File: src/rtl/l1_data_cache_hitrate_monitor.sv
// L1 data cache hit-rate monitor: masks counter warm-up, debounced low/high thresholds, level IRQ with ack, low-watermark.
// Latency: all outputs registered, one edge per FSM transition; no backpressure, every cycle's count is consumed.
module l1_data_cache_hitrate_monitor #(
  parameter logic [6:0] P_LOW_TH   = 7'd60,
  parameter logic [6:0] P_HIGH_TH  = 7'd80,
  parameter logic [3:0] P_DEBOUNCE = 4'd8
) (
  input  logic       iCLOCK,
  input  logic       iRESET,
  input  logic       iCACHE_VALID,
  input  logic [6:0] iINFO_COUNT,
  input  logic       iCONFIG_ENABLE,
  input  logic       iIRQ_ACK,
  output logic       oWINDOW_VALID,
  output logic [2:0] oSTATE,
  output logic       oLOW_HITRATE,
  output logic       oIRQ_REQ,
  output logic [6:0] oMIN_COUNT
);

  typedef enum logic [2:0] {
    ST_WARMUP  = 3'd0,
    ST_NORMAL  = 3'd1,
    ST_FALLING = 3'd2,
    ST_LOW     = 3'd3,
    ST_RISING  = 3'd4
  } state_e;

  localparam logic [6:0] WINDOW_LEN = 7'd100;
  localparam logic [6:0] MIN_RESET  = 7'd127;

  logic [6:0] warm_cnt_q, warm_cnt_d;
  logic [1:0] lat_cnt_q, lat_cnt_d;
  logic       win_q, win_d;
  state_e     state_q, state_d;
  logic [3:0] deb_q, deb_d;
  logic       low_q, low_d;
  logic       irq_q, irq_d;
  logic [6:0] min_q, min_d;
  logic       enter_low;
  logic       is_low;
  logic       is_high;

  assign is_low  = iINFO_COUNT < P_LOW_TH;
  assign is_high = iINFO_COUNT > P_HIGH_TH;

  // The upstream counter's output lags its 100th access by three pipeline stages.
  always_comb begin
    warm_cnt_d = warm_cnt_q;
    lat_cnt_d  = lat_cnt_q;
    win_d      = win_q;
    if (iCACHE_VALID && (warm_cnt_q < WINDOW_LEN)) begin
      warm_cnt_d = warm_cnt_q + 7'd1;
    end
    if ((warm_cnt_q == WINDOW_LEN) && !win_q) begin
      if (lat_cnt_q == 2'd2) begin
        win_d = 1'b1;
      end else begin
        lat_cnt_d = lat_cnt_q + 2'd1;
      end
    end
  end

  always_comb begin
    state_d   = state_q;
    deb_d     = deb_q;
    enter_low = 1'b0;
    if (!iCONFIG_ENABLE) begin
      state_d = ST_WARMUP;
      deb_d   = 4'd0;
    end else begin
      case (state_q)
        ST_WARMUP: begin
          if (win_q) begin
            state_d = ST_NORMAL;
          end
        end
        ST_NORMAL: begin
          if (is_low) begin
            state_d = ST_FALLING;
            deb_d   = 4'd1;
          end
        end
        ST_FALLING: begin
          if (!is_low) begin
            state_d = ST_NORMAL;
            deb_d   = 4'd0;
          end else if (deb_q == (P_DEBOUNCE - 4'd1)) begin
            state_d   = ST_LOW;
            deb_d     = 4'd0;
            enter_low = 1'b1;
          end else begin
            deb_d = deb_q + 4'd1;
          end
        end
        ST_LOW: begin
          if (is_high) begin
            state_d = ST_RISING;
            deb_d   = 4'd1;
          end
        end
        ST_RISING: begin
          if (!is_high) begin
            state_d = ST_LOW;
            deb_d   = 4'd0;
          end else if (deb_q == (P_DEBOUNCE - 4'd1)) begin
            state_d = ST_NORMAL;
            deb_d   = 4'd0;
          end else begin
            deb_d = deb_q + 4'd1;
          end
        end
        default: begin
          state_d = ST_WARMUP;
          deb_d   = 4'd0;
        end
      endcase
    end
  end

  // A new LOW entry must not be lost to an ack arriving in the same cycle.
  always_comb begin
    low_d = (state_d == ST_LOW) || (state_d == ST_RISING);
    irq_d = irq_q;
    if (enter_low) begin
      irq_d = 1'b1;
    end else if (iIRQ_ACK) begin
      irq_d = 1'b0;
    end
    min_d = min_q;
    if (iIRQ_ACK) begin
      min_d = MIN_RESET;
    end else if (win_q && iCONFIG_ENABLE && (iINFO_COUNT < min_q)) begin
      min_d = iINFO_COUNT;
    end
  end

  always_ff @(posedge iCLOCK or posedge iRESET) begin
    if (iRESET) begin
      warm_cnt_q <= 7'd0;
      lat_cnt_q  <= 2'd0;
      win_q      <= 1'b0;
      state_q    <= ST_WARMUP;
      deb_q      <= 4'd0;
      low_q      <= 1'b0;
      irq_q      <= 1'b0;
      min_q      <= MIN_RESET;
    end else begin
      warm_cnt_q <= warm_cnt_d;
      lat_cnt_q  <= lat_cnt_d;
      win_q      <= win_d;
      state_q    <= state_d;
      deb_q      <= deb_d;
      low_q      <= low_d;
      irq_q      <= irq_d;
      min_q      <= min_d;
    end
  end

  assign oWINDOW_VALID = win_q;
  assign oSTATE        = state_q;
  assign oLOW_HITRATE  = low_q;
  assign oIRQ_REQ      = irq_q;
  assign oMIN_COUNT    = min_q;

endmodule
File: config.mk
export PLATFORM = sky130hd
export DESIGN_NAME = l1_data_cache_hitrate_monitor
export DESIGN_NICKNAME = d
export VERILOG_FILES = /design/src/rtl/l1_data_cache_hitrate_monitor.sv
export SDC_FILE = /design/constraint.sdc
export NUM_CORES = 1
export LEC_CHECK = 0
export CORE_MARGIN = 10
export CORE_UTILIZATION = 39
export CTS_BUF_LIST = sky130_fd_sc_hd__clkbuf_8
export DETAILED_ROUTE_END_ITERATION = 6
export SKIP_CTS_REPAIR_TIMING = 1
export SYNTH_ARGS = -nofsm -noshare
export SYNTH_HDL_FRONTEND = slang
export SYNTH_SLANG_ARGS = --single-unit
File: constraint.sdc
create_clock -name iCLOCK -period 2 [get_ports iCLOCK]
set_input_delay 0.2 -clock iCLOCK [delete_from_list [all_inputs] [get_ports iCLOCK]]
set_output_delay 0.2 -clock iCLOCK [all_outputs]
set_load 0.005 [all_outputs]
==> metrics.md, run 1 <==
| Metric | Value |
|---|---|
| Worst hold margin | `0.152 ns` |
| N_diodes | `0` |
| Syn Area/Cell | `9.27 um2` |
| # fillers | `354` |
| Die Ht | `82.4 um` |
| CP arrival | `1.59 ns` |
| Yosys synthesis warning count | `0` |
| Crit path from | `oSTATE[1]` |
| Tot Pwr | `1.31 mW` |
| CP Class | `flop to output port` |
| Final setup fails | `0` |
| Netlist cell types | `38` |
| Status | `finished, final reports clean` |
| DRT Pass-1 Iters | `4` |
| Via density | `5.23` |
| CTS Buffer Depth | `2` |
| Input/output buffers | `24` |
| Seq/Total Area, Yosys | `0.434` |
| DR vias | `1,256` |
| Critical Path Sink Type | `output port` |
| Number of routed nets with antenna violations | `0` |
| Worst slew pin tran | `0.545 ns` |
| Max-slew violations | `0` |
| Die ar. | `0.00680 mm2` |
| CP endpoint | `oSTATE[1]` |
| Routed len/inst | `14.2 um` |
| CP required | `1.80 ns` |
| Final Core Density | `0.513` |
| Die Wd | `82.4 um` |
| Worst Skew | `0.00481 ns` |
| Delay-heaviest family, CP | `flip-flops` |
| Worst R2R End | `oMIN_COUNT[4]` |
| Layout area overhead | `25.3%` |
| Fraction of layout cells with a size suffix above 1 | `0.141` |
| Min-delay worst type | `input port to async pin` |
| Clk sinks | `26` |
| First-pass GRT wire length | `6050 um` |
| Largest cells by area after synthesis | `dfrtp_1 (31%), dfstp_2 (12%), ha_1 (8.2%)` |
| Critical path's slowest cell | `dfrtp_1` |
| GRT Total Usage | `0.111` |
| Final hold violation count | `0` |
| Multi-input gate area | `788 um2` |
| Initial antenna violation count | `0` |
| Pin count of the biggest net entering global routing | `20` |
| Crit path time final | `1.79 ns` |
| Max_cap viols | `0` |
| Initial Util | `0.409` |
| Grt ovf | `0` |
| IR drop worst, VDD | `0.496 mV` |
| Crit-path cells | `clkdlybuf4s50_1` |
| FF-to-FF path depth | `8` |
| Syn_nets | `186` |
| Number of synthesized register bits | `26` |
| Iter 0 DRT Violations | `83` |
| FF-to-FF setup slack | `0.26 ns` |
| Drt total wl | `3420 um` |
| Critical Path Stages | `1` |
| Area of the core | `0.00372 mm2` |
| Type of origin of the critical path | `flop` |
| Commonest non-fill, non-tap cells in the layout | `clkdlybuf4s50_1 (24), nand2_1 (22), dfrtp_1 (19)` |
| Clk pin slew, worst setup/hold paths | `0.09 ns` |
| Post-Syn Instances | `164` |
| Pwr dens | `689 mW/mm2` |
| Worst r2r src | `oMIN_COUNT[2]` |
| Gp weighted congestion | `0.859` |
| Final worst path period share | `0.896` |
| CTS Buf Count | `3` |
| Most common cell after layout, fill and taps aside | `clkdlybuf4s50_1` |
| Yosys top cell area share | `0.313` |
| Slowest cell delay on critical path | `0.70 ns` |
| Unrepaired setup endpoints after global routing | `false` |
| CTS tree | `yes` |
| Max Clock Freq | `558 MHz` |
| Flip-flop and latch area | `659 um2` |
| Worst skew pair latency | `0.27 ns` |
| CP max FO | `16` |
| Static leakage | `0.904 nW` |
| Clock Tree Root | `clkbuf_8` |
| Final nets | `215` |
| Htree depth | `1` |
| Ports | `25` |
| Largest area contributor in the netlist | `dfrtp_1` |
| Vias in the first global route | `1,332` |
| DPL Wire Length | `2580 um` |
| Setup TNS | `0 ns` |
| Worst path bufs/invs | `1` |
| Cell row count | `22` |
| Relative slew slack | `0.636` |
| Post-synthesis cell area | `0.00152 mm2` |
| # DRC | `0` |
## sequential cells by signal, summed over array words and instances (netlist names)
signal,flops
deb_q,4
lat_cnt_q,2
oIRQ_REQ,1
oLOW_HITRATE,1
oMIN_COUNT,7
oSTATE,3
oWINDOW_VALID,1
warm_cnt_q,7
## worst min-delay path by stage
| stage | startpoint | endpoint | slack (ns) | cells past startpoint |
|---|---|---|---|---|
| finish | iRESET | oWINDOW_VALID | 0.15 | 2 |
| floorplan | iRESET | deb_q[0] | 0.23 | 1 |
| CTS | iRESET | lat_cnt_q[1] | 0.15 | 2 |
| detailed placement | iRESET | oWINDOW_VALID | 0.46 | 2 |
| global route | iRESET | oWINDOW_VALID | 0.16 | 2 |
| global placement | iRESET | oWINDOW_VALID | 0.45 | 2 |
## synthesized netlist by cell type
cell	number
o21ai_4	1
clkbuf_1	1
nand2b_1	2
inv_1	13
o21bai_1	1
o211ai_1	3
nor2_1	8
nand4_1	5
a21oi_1	11
o22ai_1	2
o41a_1	1
nor3_1	4
nand3_1	7
o21ai_0	10
a41o_2	1
nor3b_2	1
or2_1	1
and3_1	1
a41oi_2	1
and3b_1	1
buf_2	4
xnor2_1	6
a21oi_2	1
xor2_1	1
o21ai_1	2
dfstp_2	7
dfrtp_1	19
a21o_1	3
nor4_1	1
a2111oi_2	1
o21ai_2	3
nand3_2	1
nor2b_1	5
nand2_1	22
nand3b_1	1
ha_1	10
a22oi_1	1
o21a_2	1
## metal layers
layer | share of wire | track usage | routed length (um)
met5 | 0 | 0 | 0
met4 | 0.011 | 0.0357 | 38
met3 | 0.077 | 0.0281 | 264
met2 | 0.45 | 0.188 | 1530
met1 | 0.46 | 0.135 | 1590
## metrics by stage
stage,area (um2),cells,worst slack (ns)
2_1_floorplan,1520,164,0.272
4_1_cts,1910,240,0.201
3_5_place_dp,1830,236,0.0711
6_report,1910,240,0.207
5_1_grt,1910,240,0.0847
3_3_place_gp,1830,236,0.113
## logic make-up after synthesis
logic type	count (synthesis)	synth area share
DFF	26	0.434
xor gates and xnor gates	7	0.0403
and+or+nand+nor	60	0.198
buffers and inverters	18	0.0477
AOI/OAI and AO/OA	43	0.198
adders and majority gates	10	0.0823
## report_power, final
| part | internal (mW) | switching [mW] |
|---|---|---|
| Sequential | 0.590 | 0.0707 |
| Combinational | 0.108 | 0.107 |
| Clock | 0.268 | 0.168 |
| Total | 0.966 | 0.346 |
## cell type report
cell class                 instances  share of cell area
clock inverter                     1              0.0158
tap                               48              0.0315
inverter                          13              0.0256
sequential                        26               0.346
multi-input combinational        120               0.414
clock buffer                       3              0.0217
timing repair buffer              29               0.146
Power figures use the tool's default switching activity.
==> run 2, diff against run 1 <==
CORE_MARGIN = 2   (was 10)
==> run 2 against run 1 <==
Global-route usage increased by 5.0 points. Register-to-register slack got worse by 0.02 ns. Power decreased by 0.82%. Count of clock-buffer cells in the layout unchanged. Flip-flop and latch count unchanged. Core utilization unchanged. Combinational power decreased by 3%. Worst hold slack got worse by 0.0076 ns. First-iteration DRC count decreased by 54%. Sequential share of layout area unchanged. Critical path type unchanged.
==> metrics.md, run 2 (synthesis gave the netlist of run 1 again) <==
| Metric | Value |
|---|---|
| Worst r2r src | `oMIN_COUNT[2]` |
| Type of origin of the critical path | `flop` |
| Most common cell after layout, fill and taps aside | `clkdlybuf4s50_1` |
| Routed len/inst | `12.9 um` |
| Pin count of the biggest net entering global routing | `20` |
| DR vias | `1,248` |
| Vias in the first global route | `1,255` |
| CTS Buffer Depth | `2` |
| DRT Pass-1 Iters | `4` |
| Final non-filler cell total | `240` |
| Cell row count | `22` |
| Die Wd | `66.4 um` |
| FF-to-FF path depth | `8` |
| First-pass GRT wire length | `5440 um` |
| Via density | `5.20` |
| Commonest non-fill, non-tap cells in the layout | `clkdlybuf4s50_1 (24), nand2_1 (22), dfrtp_1 (19)` |
| CP max FO | `16` |
| Number of routed nets with antenna violations | `0` |
| Max Clock Freq | `563 MHz` |
| Worst path bufs/invs | `1` |
| Placed insts | `236` |
| P_sw | `0.336 mW` |
| Grt ovf | `0` |
| Final worst path period share | `0.888` |
| Relative slew slack | `0.641` |
| Delay-heaviest family, CP | `flip-flops` |
| CTS Buf Count | `3` |
| Crit path time final | `1.78 ns` |
| Worst R2R End | `oMIN_COUNT[0]` |
| # DRC | `0` |
| Iter 0 DRT Violations | `38` |
| Critical Path Sink Type | `output port` |
| Critical path's slowest cell | `dfrtp_1` |
| Static leakage | `0.904 nW` |
| Cell area after placement | `0.00183 mm2` |
| Worst skew pair latency | `0.27 ns` |
| Clk sinks | `26` |
| Clock Tree Root | `clkbuf_8` |
| CP required | `1.80 ns` |
| Gate power share | `0.161` |
| FF-to-FF setup slack | `0.24 ns` |
| N_diodes | `0` |
| Pwr dens | `683 mW/mm2` |
| Initial Util | `0.409` |
| Final hold violation count | `0` |
| Htree depth | `1` |
| Die ar. | `0.00441 mm2` |
| Layout area overhead | `25.3%` |
| Min-delay worst type | `input port to async pin` |
| Status | `finished, final reports clean` |
| Input/output buffers | `24` |
| Fraction of layout cells with a size suffix above 1 | `0.141` |
| Slowest cell delay on critical path | `0.69 ns` |
| Sw Ratio | `0.258` |
| Worst Skew | `0.00823 ns` |
| GRT Total Usage | `0.161` |
| Final nets | `215` |
| Clock group share of total power | `0.331` |
| Unrepaired setup endpoints after global routing | `false` |
| Tot Pwr | `1.30 mW` |
| Die Ht | `66.4 um` |
| CP Class | `flop to output port` |
| Worst slew pin tran | `0.539 ns` |
| Drt total wl | `3100 um` |
| Gp weighted congestion | `0.849` |
| Clk pin slew, worst setup/hold paths | `0.09 ns` |
| Max-slew violations | `0` |
| CTS tree | `yes` |
| Ports | `25` |
| Crit-path cells | `clkdlybuf4s50_1` |
| Setup TNS | `0 ns` |
| Final setup fails | `0` |
| CP arrival | `1.58 ns` |
| Pint | `0.965 mW` |
| Initial antenna violation count | `0` |
| Sequential share of power | `0.508` |
| Max_cap viols | `0` |
| Final Cell Area | `0.00191 mm2` |
| DPL Wire Length | `2390 um` |
| Area of the core | `0.00372 mm2` |
| IR drop worst, VDD | `0.448 mV` |
| Final Core Density | `0.513` |
run 2: cell counts in the layout (fill, tap and decap cells not counted):
Identical to the previous run, type by type.
run 2: how the worst max path moves through the flow:
stage	start	end	slack [ns]	cells after the start
floorplan	oMIN_COUNT[2]	oMIN_COUNT[0]	0.27	8
global placement	iINFO_COUNT[3]	deb_q[0]	0.12	6
detailed placement	iINFO_COUNT[2]	oMIN_COUNT[3]	0.08	8
CTS	oSTATE[1]	oSTATE[1]	0.21	1
global route	oMIN_COUNT[2]	oMIN_COUNT[3]	0.09	8
finish	oSTATE[1]	oSTATE[1]	0.22	1
run 2: area by class of cell:
cell class | instances | area, um2
Clock inverter | 1 | 30.0
Inverter | 13 | 48.8
Timing Repair Buffer | 29 | 278
Tap cell | 48 | 60.1
Fill cell | 358 | 1810
Clock buffer | 3 | 41.3
Sequential cell | 26 | 659
Multi-Input combinational cell | 120 | 788
run 2: through the flow:
stage	hold slack (ns)	setup slack, ns
finish	0.144	0.225
global placement	0.449	0.117
CTS	0.149	0.206
floorplan	0.235	0.272
global route	0.160	0.0916
detailed placement	0.455	0.0829
run 2: power by group through the flow:
stage                     logic [mW]  registers (mW)  clock network, mW
final                          0.209           0.662              0.430
after global routing           0.246           0.676              0.471
after CTS                      0.214           0.661              0.445
after detailed placement       0.214           0.672                  0
after global placement         0.207           0.666                  0
after floorplan                0.152           0.654                  0
run 2: routing by layer:
metal	global-route usage	vias to the layer above	wire length [um]
met5	0	-	0
met4	0.0689	0	48
met3	0.0204	4	147
met2	0.259	30	1400
met1	0.217	582	1500
li1	-	632	-
==> edit, RTL diff (config.mk and constraints of run 2) <==
Reset style: synchronous (`iRESET`), changed in one clocked block.
--- a/src/rtl/l1_data_cache_hitrate_monitor.sv
+++ b/src/rtl/l1_data_cache_hitrate_monitor.sv
@@ -136,5 +136,5 @@
   end
 
-  always_ff @(posedge iCLOCK or posedge iRESET) begin
+  always_ff @(posedge iCLOCK) begin
     if (iRESET) begin
       warm_cnt_q <= 7'd0;
Formal check against the unedited RTL: same outputs for any inputs over 10 cycles, from zero or initial values and one cycle with iRESET high; that may be too few to reach the edited logic, so the function may still have changed.
==> edit against run 2 <==
Synthesized area shrank 2.2%. Wire length shrank 1.5%. Count of clock-buffer cells in the layout grew 1. Cell area shrank 3.3%. Register-to-register slack gained 0.05 ns. First-iteration DRC count grew 110%. Global-route usage shrank 1.1 points. Sequential cell count is the same. Worst setup slack gained 0.068 ns.
Power is not compared: it rests on default switching activity, and its combinational part moved more than twofold at a synthesized area within 25%.
==> edit: results (changes against run 2) <==
[run_status]
status=finished clean

[synthesis]
syn_area_per_cell_um2=8.59  ; -7.3%
ys_seq_area_frac=0.350  ; -0.0836
async_flop_share=0  ; -1.00
yosysWarnings=0  ; unchanged
syn-num-nets=195  ; +4.8%
yosysUniqueCellTypes=53  ; +39%
synth_common_cells=nor2_1, dfxtp_1, inv_1
ys_top_cells_by_area=dfxtp_1, ha_1, nor2_1, mux2i_1, inv_1

[place]
routabilityCongestion=0.849  ; about the same
dp_hpwl_um=2360  ; -1.3%
dpl.cell_count=243  ; +3.0%
pre_cts_ws_ns=-0.00131  ; -0.0843 ns

[routing]
drtIter0Drc=80  ; +110%
vias=1232  ; -1.3%
met3_length_um=142  ; -3.4%
met2WireLength_um=1380  ; -1.3%
wl_um=3050  ; -1.5%
met1_length_um=1510  ; +0.53%

[setup_path]
startpoint=oMIN_COUNT[4]
reg2regPathDepth=7  ; -1
worstPathArrival_ns=1.91  ; +0.33 ns
crit_fanout=7  ; -9
max_stage_delay_ns=0.39  ; -0.30 ns
worst_path_max_delay_cell=o211a_1
critical_path.top_delay_family=compound AO/OA/AOI/OAI gates

[global_route]
grt_max_degree=16  ; -20%
grt_pass1_wl_um=5010  ; -8.0%
grt_use_total=0.150  ; -0.0112

[cells_and_area]
drive_gt1_frac=0.121  ; -0.0200
layout.cells.non_filler=247  ; +2.9%
multi_input_area_um2=877  ; +11%
final_net_count=222  ; +3.3%
fill_cells=352  ; -1.7%

[timing]
finClkSkew_ns=0.00459  ; -0.00364 ns
relSlewSlack=0.748  ; +0.107

[worst_hold_path]
holdCritPathClass=flip-flop to flip-flop

[clock_tree]
clock_path_buffers=2  ; unchanged

==> edit: cell types whose count changed after synthesis, moves of 7 or more <==
cell | before | now
dfrtp_1 | 19 | 0
dfstp_2 | 7 | 0
dfxtp_1 | 0 | 26
mux2i_1 | 0 | 8
nand2_1 | 22 | 11
nor2_1 | 8 | 32
o21ai_0 | 10 | 3
==> edit: final timing paths <==
path,endpoint,slack (ns)
worst max-delay path,oMIN_COUNT[6],0.29
worst min register to register,oIRQ_REQ,0.48
worst max register to register,oMIN_COUNT[6],0.29
worst min-delay path,oIRQ_REQ,0.48
==> edit: through the flow <==
stage          power, W  setup TNS, ns
3_5_place_dp   0.000631       -0.00131
4_1_cts        0.000974              0
2_1_floorplan  0.000581              0
5_1_grt         0.00100              0
6_report       0.000961              0
3_3_place_gp   0.000628              0
==> edit: worst reg2reg max path, delay by kind of cell (launching register included) <==
family,cells,cell delay (ns)
adders and majority gates,1,0.28
buffers and inverters,1,0.05
muxes,1,0.24
and+or+nand+nor,1,0.06
AOI/OAI and AO/OA,3,0.67
DFF,1,0.35
==> edit: kinds of logic after synthesis <==
logic type,share of synthesized area
xor+xnor,0.0354
flops,0.350
buf+inv,0.0598
compound gates,0.182
simple gates,0.235
mux,0.0539
fa+ha+maj,0.0842
==> edit: cell type report <==
class | count | share of cell area
multi-input combinational | 126 | 0.476
sequential | 26 | 0.282
timing repair buffer | 29 | 0.151
tap | 48 | 0.0326
clock buffer | 4 | 0.0299
inverter | 14 | 0.0285
==> edit: power by group through the flow <==
stage	logic [W]	clock network, W	registers [W]
2_1_floorplan	0.0000439	0	0.000537
3_3_place_gp	0.0000903	0	0.000538
3_5_place_dp	0.0000929	0	0.000538
4_1_cts	0.0000936	0.000354	0.000526
5_1_grt	0.000101	0.000376	0.000527
6_report	0.0000929	0.000342	0.000526
==> edit: metal layers <==
metal | track usage | vias up
met5 | 0 | -
li1 | - | 647
met4 | 0.0495 | 0
met1 | 0.192 | 558
met3 | 0.0223 | 2
met2 | 0.256 | 25
